--- src/rtl/fei4_rx_mux.sv ---
// Round-robin merge of NCH FE-I4 receiver data FIFOs into one tagged 32-bit stream,
// with per-channel error counters and a word counter on the 8-bit register bus.

module fei4_err_cnt (
   input  logic       clk,
   input  logic       rst,
   input  logic       clr,
   input  logic       strobe,
   output logic [7:0] cnt
);
   // A clear wins over a coincident strobe, so the counter reads 0 afterwards.
   always_ff @(posedge clk) begin
      if (rst || clr)
         cnt <= 8'd0;
      else if (strobe && cnt != 8'hFF)
         cnt <= cnt + 8'd1;
   end
endmodule

module fei4_rx_mux #(
   parameter int unsigned NCH       = 4,
   parameter logic [3:0]  ID_PREFIX = 4'h0
) (
   input  logic                BUS_CLK,
   input  logic                BUS_RST,
   input  logic [NCH-1:0]      CH_FIFO_EMPTY,
   input  logic [24*NCH-1:0]   CH_FIFO_DATA,
   output logic [NCH-1:0]      CH_FIFO_READ,
   input  logic [NCH-1:0]      CH_RX_READY,
   input  logic [NCH-1:0]      CH_ERR_STROBE,
   input  logic                FIFO_READ,
   output logic                FIFO_EMPTY,
   output logic [31:0]         FIFO_DATA,
   input  logic [15:0]         BUS_ADD,
   input  logic [7:0]          BUS_DATA_IN,
   output logic [7:0]          BUS_DATA_OUT,
   input  logic                BUS_WR,
   input  logic                BUS_RD
);

   logic                 soft_rst, rst_all;
   logic [NCH-1:0]       en_mask;
   logic                 arb_en;
   logic [NCH-1:0]       cand;
   logic [7:0]           cand8;
   logic [3:0]           sum;
   logic [2:0]           ptr, gnt, ptr_nxt;
   logic                 gnt_vld, take, pop;
   logic [7:0][23:0]     dat8;
   logic [7:0]           rd8;
   logic                 out_valid;
   logic [31:0]          out_data;
   logic [15:0]          word_cnt;
   logic [7:0]           shadow;
   logic [NCH-1:0][7:0]  err_cnt;
   logic [7:0][7:0]      err8;
   logic [7:0]           rd_mux;
   logic                 unused;

   assign soft_rst = BUS_WR && (BUS_ADD == 16'd0);
   assign rst_all  = BUS_RST | soft_rst;
   assign unused   = ^BUS_DATA_IN;

   always_ff @(posedge BUS_CLK) begin
      if (BUS_RST) begin
         en_mask <= '1;
         arb_en  <= 1'b1;
      end else if (BUS_WR) begin
         if (BUS_ADD == 16'd2) en_mask <= BUS_DATA_IN[NCH-1:0];
         if (BUS_ADD == 16'd3) arb_en  <= BUS_DATA_IN[0];
      end
   end

   assign cand  = en_mask & ~CH_FIFO_EMPTY & {NCH{arb_en}};
   assign cand8 = 8'(cand);

   // First candidate at or after the pointer, wrapping modulo NCH.
   always_comb begin
      gnt     = 3'd0;
      gnt_vld = 1'b0;
      sum     = 4'd0;
      for (int i = 0; i < NCH; i++) begin
         sum = {1'b0, ptr} + 4'(i);
         if (sum >= 4'(NCH)) sum = sum - 4'(NCH);
         if (!gnt_vld && cand8[sum[2:0]]) begin
            gnt_vld = 1'b1;
            gnt     = sum[2:0];
         end
      end
   end

   always_comb begin
      dat8 = '0;
      for (int c = 0; c < NCH; c++) dat8[c] = CH_FIFO_DATA[24*c +: 24];
   end

   assign take    = ~out_valid | FIFO_READ;
   // No pop during a reset cycle: the output register is cleared, so the word would be lost.
   assign pop     = gnt_vld & take & ~rst_all;
   assign rd8     = 8'(pop) << gnt;
   assign CH_FIFO_READ = rd8[NCH-1:0];
   assign ptr_nxt = (gnt == 3'(NCH-1)) ? 3'd0 : gnt + 3'd1;

   always_ff @(posedge BUS_CLK) begin
      if (rst_all) begin
         out_valid <= 1'b0;
         out_data  <= '0;
         ptr       <= 3'd0;
         word_cnt  <= 16'd0;
      end else if (take) begin
         if (gnt_vld) begin
            out_valid <= 1'b1;
            out_data  <= {ID_PREFIX, 1'b0, gnt, dat8[gnt]};
            ptr       <= ptr_nxt;
            word_cnt  <= word_cnt + 16'd1;
         end else begin
            out_valid <= 1'b0;
         end
      end
   end

   assign FIFO_EMPTY = ~out_valid;
   assign FIFO_DATA  = out_data;

   for (genvar c = 0; c < NCH; c++) begin : g_err
      fei4_err_cnt u_err (
         .clk    (BUS_CLK),
         .rst    (rst_all),
         .clr    (BUS_WR && (BUS_ADD == 16'(8 + c))),
         .strobe (CH_ERR_STROBE[c]),
         .cnt    (err_cnt[c])
      );
   end

   always_comb begin
      err8 = '0;
      for (int c = 0; c < NCH; c++) err8[c] = err_cnt[c];
   end

   // Reading the low counter byte freezes the high byte for a coherent 16-bit read.
   always_ff @(posedge BUS_CLK) begin
      if (rst_all)
         shadow <= 8'd0;
      else if (BUS_RD && BUS_ADD == 16'd16)
         shadow <= word_cnt[15:8];
   end

   always_comb begin
      rd_mux = 8'd0;
      case (BUS_ADD)
         16'd1:   rd_mux = 8'(CH_RX_READY);
         16'd2:   rd_mux = 8'(en_mask);
         16'd3:   rd_mux = {7'd0, arb_en};
         16'd4:   rd_mux = {7'd0, out_valid};
         16'd16:  rd_mux = word_cnt[7:0];
         16'd17:  rd_mux = shadow;
         default: begin
            if (BUS_ADD >= 16'd8 && BUS_ADD < 16'(8 + NCH))
               rd_mux = err8[BUS_ADD[2:0]];
         end
      endcase
   end

   always_ff @(posedge BUS_CLK) begin
      if (rst_all) BUS_DATA_OUT <= 8'd0;
      else         BUS_DATA_OUT <= rd_mux;
   end

endmodule

--- config.mk ---
export PLATFORM = sky130hd
export DESIGN_NAME = fei4_rx_mux
export DESIGN_NICKNAME = d
export VERILOG_FILES = /design/src/rtl/fei4_rx_mux.sv
export SDC_FILE = /design/constraint.sdc
export NUM_CORES = 1
export LEC_CHECK = 0
export CORE_AREA = 4 4 174 92
export DETAILED_ROUTE_END_ITERATION = 16
export DIE_AREA = 0 0 178 96
export PLACE_DENSITY = 0.81
export SYNTH_ARGS = -nofsm -noshare
export SYNTH_HDL_FRONTEND = slang
export SYNTH_SLANG_ARGS = --single-unit
export TNS_END_PERCENT = 20
--- constraint.sdc ---
create_clock -name BUS_CLK -period 4.5 [get_ports BUS_CLK]
set_input_delay 0.675 -clock BUS_CLK [delete_from_list [all_inputs] [get_ports BUS_CLK]]
set_output_delay 0.675 -clock BUS_CLK [all_outputs]
set_load 0.01 [all_outputs]
==> flow_summary.ini <==
[floorplan]
coreArea_sq_mm = 0.0143
row_count = 31
die_w_microns = 178
io_pins = 182
start_util_pct = 43.6
die_h_microns = 96
die_area_sq_mm = 0.0171

[sta]
tightest_slew_ns = 0.860
clock_skew_ns = 0.00838
setup-violations-final = 0
grt_setup_unrepaired = false
period_share_pct = 94.8
hold_viol = 0
drv_slew = 0
fin_crit_ns = 4.27
fmax_ghz = 0.234
totalNegativeSetupSlack_ns = 0
maxSlewHeadroom_pct = 42.7

[setup_path]
r2r_cells = 12
crit_fanout = 39
rr_endpoint = FIFO_DATA[14]
cp-start-kind = flop
crit_required_ns = 3.83
regToRegSetupSlack_ns = 0.86
crit_arrival_ns = 3.59
path_class = flop to output pin
r2r-start = ptr[1]
cp-end-kind = output pin

[yosys]
synth-seq-cells = 100
yosysTopAreaCell = dfxtp_1
synth_commonest_cells = 100 x dfxtp_1, 70 x nand2_1, 63 x nor2_1
yosysSeqAreaShare_pct = 32.1
yosysTopAreaCellShare_pct = 32.1
async_flop_share_pct = 0
yosys_warnings = 0
avgSynthCellArea_sq_um = 8.35
yosysMostFrequentCell = dfxtp_1
synth_area_leaders = dfxtp_1 32%, mux2i_1 6.9%, o221ai_1 5.5%
mappedNetlistArea_sq_mm = 0.00624
synth_cells = 748
synth_edf_count = 0
synthFlopType = dfxtp_1
ys_types = 59

[worst_hold_path]
holdPathStages = 2
holdPathEnd = shadow[2]
hold_start = shadow[2]
min_path_type = flop to flop

[clocking]
cts_tree = done
insertion_delay_ns = 0.35
clock_sinks = 100
htreeDepth = 3
cts-root-buf = clkbuf_16
cts_resized = 0
cts_setup_buffers = 0
clockBufferDepth = 2
cts.reportedPaths.clkPinSlew_ns = 0.07
hold_buffers = 0
numCtsBuffers = 9

[layout]
post-route-cell-area_sq_mm = 0.00844
nNetsFinal = 1039
diodes = 0
areaGrowthSynthToFinish_pct = 35.2
drive_gt1_share_pct = 7.23

[pwr]
switching_share_pct = 42.2
p_seq_share_pct = 26.8
pwr-share-comb_pct = 55.2
p_per_area_mw_per_mm2 = 503
clockPowerShare_pct = 18.0
p_leak_nw = 3.03
internal-power_mw = 2.45
ir_drop_v = 0.000337
totalPowerFinal_mw = 4.24
power.switching_mw = 1.79

[routing]
drtPass1Iterations = 5
routed_via_density = 5.94
wl_per_cell_microns = 18.0
vias = 6515
routed_wl_microns = 19700
drt_iter0_drc = 486
ant_nets = 0
drc = 0

[grt]
antenna_found_initial = 0
grt_pass1_wl_microns = 31400
grt_pass1_vias = 6485
grt_max_degree = 72
grt_usage_pct = 22.6
grt_overflow = 0

[placement]
dpl_cell_area_sq_mm = 0.00815
routabilityCongestion = 0.868
port_buffers = 172
place_hpwl_microns = 14300

[status]
status = finished clean

[flow_run]
maxCapViolCount = 0
==> cell families after synthesis <==
| logic type | synth area share (%) |
|---|---|
| simple gates | 20.2 |
| xor+xnor | 5.47 |
| mux | 12.2 |
| fa+ha+maj | 1.60 |
| flops | 32.1 |
| compound gates | 23.1 |
| other cells | 0.0601 |
| buf+inv | 5.27 |
==> worst max path at each step <==
stage | from | end | slack (ns) | cells past startpoint
after floorplan | ptr[0] | CH_FIFO_READ[0] | 0.62 | 14
after global placement | CH_FIFO_EMPTY[2] | CH_FIFO_READ[3] | 0.33 | 9
after detailed placement | CH_FIFO_EMPTY[2] | CH_FIFO_READ[2] | 0.27 | 9
after CTS | ptr[1] | CH_FIFO_READ[0] | 0.11 | 11
after global routing | ptr[1] | CH_FIFO_READ[1] | 0.003 | 11
final | ptr[1] | CH_FIFO_READ[1] | 0.23 | 11
==> power by group through the flow <==
stage | combinational, mW | clock (mW) | sequential, mW
after CTS | 2.32 | 0.778 | 1.13
after detailed placement | 2.31 | 0 | 1.15
after floorplan | 1.49 | 0 | 1.17
after global placement | 2.24 | 0 | 1.14
final | 2.34 | 0.764 | 1.14
after global routing | 2.54 | 0.816 | 1.15
==> state kept, by name (all words and copies together) (netlist names) <==
register and flops:
ptr 3, arb_en 1, out_valid 1, g_err.u_err.cnt 32, word_cnt 16, en_mask 4
FIFO_DATA 27, shadow 8, BUS_DATA_OUT 8
==> metal layers <==
metal / track usage [%] / vias to the layer above / share of wire [%]
met5: 0 / - / 0
met4: 7.97 / 0 / 2.2
met3: 4.95 / 40 / 7.5
met2: 40.4 / 281 / 49
met1: 27.1 / 3081 / 41
li1: - / 3113 / -
==> cell usage in the layout (no fill, tap or decap), drive strengths merged, types with 19 or more instances in the layout <==
master / instances
mux2i: 43
buf: 20
clkdlybuf4s50: 172
xor2: 25
nand2: 70
a21oi: 61
dfxtp: 100
nand3: 41
o21ai: 22
nor2: 63
or3: 19
o221ai: 39
a31oi: 21
==> cell type report <==
| class | count | area [sq um] |
|---|---|---|
| Clock buffer | 11 | 243 |
| Clock inverter | 5 | 41.3 |
| Fill cell | 1218 | 5870 |
| Inverter | 12 | 45.0 |
| Multi-Input combinational cell | 579 | 3980 |
| Sequential cell | 100 | 2000 |
| Tap cell | 198 | 248 |
| Timing Repair Buffer | 192 | 1880 |
==> worst max-delay path, cell delays in order (launching register included) <==
cell,delay (ns)
dfxtp_1,0.45
inv_1,0.13
ha_1,0.34
inv_1,0.13
mux4_2,0.54
nor2_1,0.16
a211oi_1,0.10
o32ai_4,0.17
buf_8,0.29
nand3_1,0.23
nor2_1,0.14
clkdlybuf4s50_1,0.54
==> stage by stage <==
step                util [%]  setup WS [ns]  hold WS [ns]  instances
global placement        56.9          0.334         0.445       1081
detailed placement      56.9          0.268         0.456       1081
CTS                     58.9          0.106         0.468       1097
global route            59.0        0.00264         0.484       1097
floorplan                  -          0.618         0.436        752
finish                  59.0          0.234         0.467       1097
Note: power is estimated with default switching activity, not from simulation.
